==> config.mk <==
export PLATFORM = sky130hd
export DESIGN_NAME = mem_port_arbiter
export DESIGN_NICKNAME = d
export VERILOG_FILES = /design/src/rtl/mem_port_arbiter.sv
export SDC_FILE = /design/constraint.sdc
export NUM_CORES = 1
export LEC_CHECK = 0
export BUFFER_PORTS_ARGS = -buffer_cell sky130_fd_sc_hd__buf_2
export CAP_MARGIN = 5
export CORE_MARGIN = 1.5
export CORE_UTILIZATION = 44
export CTS_CLUSTER_SIZE = 14
export DETAILED_ROUTE_END_ITERATION = 16
export GPL_TIMING_DRIVEN = 0
export PLACE_DENSITY_LB_ADDON = 0.1
export SKIP_CTS_REPAIR_TIMING = 1
export SLEW_MARGIN = 40
export SYNTH_ARGS = -nofsm -noshare
export SYNTH_HDL_FRONTEND = slang
export SYNTH_SLANG_ARGS = --single-unit
==> constraint.sdc <==
create_clock -name Clk -period 1.9 [get_ports Clk]
set_input_delay 0.285 -clock Clk [delete_from_list [all_inputs] [get_ports Clk]]
set_output_delay 0.285 -clock Clk [all_outputs]
set_load 0.02 [all_outputs]
==> src/rtl/mem_port_arbiter.sv <==
// rtl/mem_port_arbiter.sv - single-port memory arbiter between instruction fetch and load/store
module mem_port_arbiter #(
  parameter int MEM_LAT    = 2,
  parameter int STARVE_MAX = 4
) (
  input  logic        Clk,
  input  logic        Rst,
  input  logic        IReq,
  input  logic [31:0] IAddr,
  output logic [31:0] IRdata,
  output logic        IValid,
  output logic        IStall,
  input  logic        DReq,
  input  logic        DWe,
  input  logic [1:0]  DSize,
  input  logic [31:0] DAddr,
  input  logic [31:0] DWdata,
  output logic [31:0] DRdata,
  output logic        DValid,
  output logic        DErr,
  output logic        DStall,
  output logic        MemEn,
  output logic        MemWe,
  output logic [3:0]  MemByteEn,
  output logic [31:0] MemAddr,
  output logic [31:0] MemWdata,
  input  logic [31:0] MemRdata
);

  typedef enum logic [1:0] {IDLE, ISSUE, WAIT, DONE} state_t;

  localparam logic [3:0] STREAK_MAX = 4'(STARVE_MAX);
  localparam logic [2:0] LAT_LOAD   = 3'(MEM_LAT - 1);

  state_t      state_q, state_d;
  logic        own_d_q, own_d_d;
  logic [31:0] addr_q, addr_d;
  logic [1:0]  size_q, size_d;
  logic        we_q, we_d;
  logic [31:0] wdata_q, wdata_d;
  logic        err_q, err_d;
  logic [3:0]  streak_q, streak_d;
  logic [2:0]  lat_q, lat_d;
  logic [31:0] irdata_q, irdata_d;
  logic [31:0] drdata_q, drdata_d;

  logic        misalign;
  logic        grant_d;
  logic        grant_i;
  logic [7:0]  rd_byte;
  logic [15:0] rd_half;
  logic [31:0] rd_ext;

  always_ff @(posedge Clk) begin
    if (Rst) begin
      state_q  <= IDLE;
      own_d_q  <= 1'b0;
      addr_q   <= '0;
      size_q   <= '0;
      we_q     <= 1'b0;
      wdata_q  <= '0;
      err_q    <= 1'b0;
      streak_q <= '0;
      lat_q    <= '0;
      irdata_q <= '0;
      drdata_q <= '0;
    end else begin
      state_q  <= state_d;
      own_d_q  <= own_d_d;
      addr_q   <= addr_d;
      size_q   <= size_d;
      we_q     <= we_d;
      wdata_q  <= wdata_d;
      err_q    <= err_d;
      streak_q <= streak_d;
      lat_q    <= lat_d;
      irdata_q <= irdata_d;
      drdata_q <= drdata_d;
    end
  end

  // Load extraction works on the registered address of the in-flight access.
  always_comb begin
    rd_byte = MemRdata[{addr_q[1:0], 3'b000} +: 8];
    rd_half = addr_q[1] ? MemRdata[31:16] : MemRdata[15:0];
    case (size_q)
      2'b00:   rd_ext = {{24{rd_byte[7]}}, rd_byte};
      2'b01:   rd_ext = {{16{rd_half[15]}}, rd_half};
      default: rd_ext = MemRdata;
    endcase
  end

  always_comb begin
    misalign = ((DSize == 2'b01) && DAddr[0]) || (DSize[1] && (DAddr[1:0] != 2'b00));
    grant_d  = DReq && (!IReq || (streak_q < STREAK_MAX));
    grant_i  = !grant_d && IReq;
  end

  always_comb begin
    state_d  = state_q;
    own_d_d  = own_d_q;
    addr_d   = addr_q;
    size_d   = size_q;
    we_d     = we_q;
    wdata_d  = wdata_q;
    err_d    = err_q;
    streak_d = streak_q;
    lat_d    = lat_q;
    irdata_d = irdata_q;
    drdata_d = drdata_q;
    case (state_q)
      IDLE: begin
        if (!IReq) streak_d = '0;
        if (grant_d) begin
          own_d_d = 1'b1;
          addr_d  = DAddr;
          size_d  = DSize;
          we_d    = DWe;
          wdata_d = DWdata;
          err_d   = misalign;
          if (IReq && (streak_q < STREAK_MAX)) streak_d = streak_q + 4'd1;
          state_d = misalign ? DONE : ISSUE;
        end else if (grant_i) begin
          own_d_d  = 1'b0;
          addr_d   = IAddr;
          size_d   = 2'b10;
          we_d     = 1'b0;
          wdata_d  = '0;
          err_d    = 1'b0;
          streak_d = '0;
          state_d  = ISSUE;
        end
      end
      ISSUE: begin
        if (we_q) begin
          state_d = DONE;
        end else begin
          lat_d   = LAT_LOAD;
          state_d = WAIT;
        end
      end
      WAIT: begin
        if (lat_q == 3'd0) begin
          if (own_d_q) drdata_d = rd_ext;
          else         irdata_d = MemRdata;
          state_d = DONE;
        end else begin
          lat_d = lat_q - 3'd1;
        end
      end
      DONE: state_d = IDLE;
      default: state_d = IDLE;
    endcase
  end

  // Memory strobes are only non-zero in ISSUE so they read as zero at reset and while idle.
  always_comb begin
    MemEn     = 1'b0;
    MemWe     = 1'b0;
    MemByteEn = 4'b0000;
    MemAddr   = '0;
    MemWdata  = '0;
    if (state_q == ISSUE) begin
      MemEn   = 1'b1;
      MemWe   = we_q;
      MemAddr = {addr_q[31:2], 2'b00};
      if (!we_q) begin
        MemByteEn = 4'b1111;
      end else begin
        case (size_q)
          2'b00: begin
            MemByteEn = 4'b0001 << addr_q[1:0];
            MemWdata  = {4{wdata_q[7:0]}};
          end
          2'b01: begin
            MemByteEn = addr_q[1] ? 4'b1100 : 4'b0011;
            MemWdata  = {2{wdata_q[15:0]}};
          end
          default: begin
            MemByteEn = 4'b1111;
            MemWdata  = wdata_q;
          end
        endcase
      end
    end
  end

  assign IValid = (state_q == DONE) && !own_d_q;
  assign DValid = (state_q == DONE) && own_d_q;
  assign DErr   = DValid && err_q;
  assign IRdata = irdata_q;
  assign DRdata = drdata_q;
  assign IStall = IReq & ~IValid;
  assign DStall = DReq & ~DValid;

endmodule

# Word-level counts from Yosys, hierarchy flattened
# Cells that the tools add are included.
# totals
ff_bits	142
input_bits	135
output_inout_bits	139
elab_cells	89
# op_classes
add_sub_neg	2
order_cmp	1
n_eq_ne	9
n_shift	2
muxes	35
n_bitwise	5
reduce_logical	24
# op_table
op	count
$mux W32	7
$pmux W32 S2	2
$shiftx A32 B6 Y8	1
$mux W4	7
$mux W16	1
$mux W2	6
$reduce_and A3 Y1	3
$logic_and A1 B1 Y1	8
$pmux W2 S4	1
$pmux W4 S2	1
$mux W1	7
$eq A2 B1 Y1 const B	3
$mux W3	2
$ne A2 B2 Y1 const B	3
$pmux W3 S2	1
$reduce_bool A2 Y1	3
$add A4 B1 Y4 const B	1
$eq A2 B2 Y1 const B	2
$logic_not A2 Y1	2
$lt A4 B3 Y1 const B	1
$reduce_and A2 Y1	2
$shl A1 B2 Y4 const A	1
$logic_not A1 Y1	3
$logic_not A3 Y1	1
other kinds (5)	9

# Longest topological paths before layout
# depth
depth_word	8
ltp_mapped	9
mapped_depth_nobuf	6

# Least setup slack after synthesis
# OpenSTA, ideal clock, no wires.
# synth_path
path_type	register to output
start	register state_q[1]
end	output port MemByteEn[2]
arrival_time_ps	1663
required_time_ps	1615
slack_ps	-48
stages_incl_launch_ff	6
path_buffers	2
cell_sequence	dfxtp_1 > inv_1 > ha_1 > clkbuf_1 > clkbuf_1 > a21boi_0
# synth_between
elab_chain_len	2
# synth_lines
item	line	rtl
from (decl)	35	state_t state_q, state_d;
from (signal assigned)	68	state_q <= state_d;
$eq A2 B1 Y1	163	if (state_q == ISSUE) begin
$mux W4	163	
to (decl)	24	output logic [3:0] MemByteEn,
# No other way between the ends.

# Worst setup path after layout
# layout_path
start	register size_q[0]
end	output port MemWdata[11]
# layout_between
elab_chain_len	4
word_cells_on_any_way	5
cone_classes	eq/ne (1); mux (3); reduce/logical (1)
# layout_lines
item	line	rtl
from (decl)	38	logic [1:0] size_q, size_d;
from (signal assigned)	71	size_q <= size_d;
$eq A2 B1 Y1 or $logic_not A2 Y1 (tied branches)	170	case (size_q)
$pmux W32 S2 (*)	170	
$mux W32 (*)	167	if (!we_q) begin
$mux W32 (*)	163	
to (decl)	26	output logic [31:0] MemWdata,
# Every way passes the cells marked *; elsewhere a longest branch is shown, timed or not.

==> out/qor.yml <==
tritoncts: "yes"
pwr-share-comb_pct: 42.7
die_w_um: 127
fillers: 1331
finalHoldViolations: 0
avgSynthCellArea_um2: 8.09
totalWireLength_mm: 23.2
utilization_pct: 65.8
p_per_area_nw_per_um2: 1260
cts.htree.levels: 4
drt_first_iter_violations: 453
area_delta_synth_final_pct: 46.5
worstHoldPathType: "in2reg"
synthSimpleGateAreaFrac_pct: 24.6
max_slew_margin_pct: 48.0
portBuffers: 271
drive_gt1_share_pct: 40.9
synth_area_um2: 6810
crit_path_max_fanout: 8
synth_area_leaders: "dfxtp_1 42%, nand2_1 8.9%, nor2_1 5.6%"
rsz0062_at_grt: "yes"
cts.path.max_buffers: 2
ios: 274
synth_top_family_by_area: "simple AND/OR/NAND/NOR gates"
fin_hold_ws_ps: 103
cts_buffers: 17
drv_slew: 0
dr.pass1.iters: 5
power.leakage_nw: 4.30
async_flop_share_pct: 0
avgViaCountPerCell: 5.40
gp_congestion: 0.853
final_nets: 1294
synth_top_area_cell: "dfxtp_1"
antenna_found_initial: 0
grt_first_pass_wirelength_mm: 33.4
status: "finished with violations"
final_common_cell: "buf_2"
cp.arrival_ps: 1680
place_area_um2: 8410
worstSetupPathType: "reg2out"
coreArea_um2: 15100
cp-start-kind: "flop"
synth_fa_ha_area_share_pct: 1.29
grt_pass1_vias: 6338
end_kind: "primary output"
post-dp-hpwl_mm: 16.6
clock_power_share_pct: 25.3
drcViolationCount: 0
synthMuxAreaShare_pct: 3.93
die-area_um2: 16200
max-cap-violations: 0
worstSkewPairLatency_ps: 420
cts_root_buf: "clkbuf_16"
finClkSkew_ps: 3.93
synth.top_cell.area_share_pct: 41.8
cp.required_ps: 1620
setup_viol: 24
cts.sinks: 142
fin_crit_ps: 1970
grt_max_degree: 17
fin_crit_sh_pct: 104
synth-seq-cells: 142
core.rowCount: 45
synth_xor_area_share_pct: 0
ys_warn_count: 0
intPower_mw: 7.56
track_usage_pct: 26.4
dr_total_vias: 7303
ant_nets: 0
initial_core_util_pct: 44.9
p_total_mw: 12.5
setup_tns_ps: -492
placed_cells: 1302
yosysUniqueCellTypes: 46
gr-total-overflow: 0
synthCells: 842
clk_pin_slew_ps: 60
mostFrequentLayoutCells: "240 x buf_2, 159 x nand2_1, 137 x dfxtp_1"
antenna_cells: 0
swShare_pct: 39.6
synth_edf_count: 0
ir_drop_uv: 775
finalWorstSetupSlack_ps: -66.9
pwr-share-seq_pct: 32.0
post_drt_wl_per_cell_um: 17.2
fmax_ghz: 0.508
seq_area_frac_synth_pct: 41.8
violations: "setup timing"
dieHeight_um: 127
fin_cells: 1353
ys.flop_type: "dfxtp_1"
p_sw_mw: 4.96
tightest_slew_ps: 780
fin_area_um2: 9970
synth_compound_area_share_pct: 22.9
dp_slack_ps: -362
cell type report:
class                      count  area, µm²  area share (%)
buffer                        71        520            5.22
clock buffer                  19        443            4.44
clock inverter                13        118            1.18
inverter                       9       36.3           0.364
multi-input combinational    620       4000            40.1
sequential                   142       2860            28.6
tap                          188        235            2.36
timing repair buffer         291       1770            17.7
cells by family after synthesis:
| kind of cell | Yosys count |
|---|---|
| adder cells (fa/ha/maj) | 7 |
| flip-flops | 142 |
| AO/OA/AOI/OAI | 222 |
| buffers and inverters | 82 |
| multiplexers | 26 |
| AND/OR/NAND/NOR | 362 |
| other | 1 |
critical path, cell delays in order (launching register included):
cell,delay (ps)
dfxtp_4,340
buf_6,130
buf_8,120
nor2_4,220
nand2_1,110
a21oi_2,180
buf_4,160
cells in the mapped netlist (2+ instances only):
library cell,number
buf_6,4
ha_1,7
dfxtp_1,142
nor3_1,9
buf_1,6
mux2i_2,2
nor2_1,102
a31oi_1,33
nor2b_1,7
clkbuf_1,44
a22oi_1,37
a211oi_1,8
a2111oi_2,4
nand2b_1,4
buf_4,3
a221oi_1,8
and3_1,10
or3_1,3
and2_1,35
a21oi_1,54
o2bb2ai_1,7
a211oi_2,10
mux2i_1,24
o211ai_1,2
nand3b_1,7
nor3_2,17
inv_1,8
a21boi_0,2
a2111oi_4,3
nand2_1,161
buf_2,16
o21ai_0,49
per-layer routing:
metal | part of all wire [%] | track usage (%) | vias up
met3 | 8.4 | 6.49 | 28
li1 | - | - | 3546
met4 | 1.3 | 6.35 | 0
met5 | 0 | 0 | -
met2 | 48 | 44.0 | 316
met1 | 42 | 34.5 | 3413
final timing paths:
kind                           startpoint  slack, ps                       end  cells past startpoint
setup / recovery   size_q[0]$_SDFFE_PP0P_        -70              MemWdata[11]                      6
hold / removal                 DWdata[20]        100  wdata_q[20]$_SDFFE_PP0P_                      3
setup reg to reg  state_q[1]$_SDFFE_PP0P_         60   DRdata[11]$_SDFFE_PP0P_                      8
hold reg to reg   IRdata[19]$_SDFFE_PP0P_        450   IRdata[19]$_SDFFE_PP0P_                      2
registers in the layout, summed over array words and instances, names as in the netlist:
name,count
DRdata,32
err_q,1
size_q,2
lat_q,3
state_q,2
IRdata,32
we_q,1
wdata_q,32
streak_q,4
own_d_q,1
addr_q,32
power by group through the flow:
stage,sequential [mW],clock (mW),combinational [mW]
global route,4.07,3.34,5.76
floorplan,4.14,0,2.84
finish,4.01,3.17,5.34
CTS,3.92,3.22,4.40
detailed placement,3.98,0,4.38
global placement,3.97,0,4.36
Power figures use the tool's default switching activity.
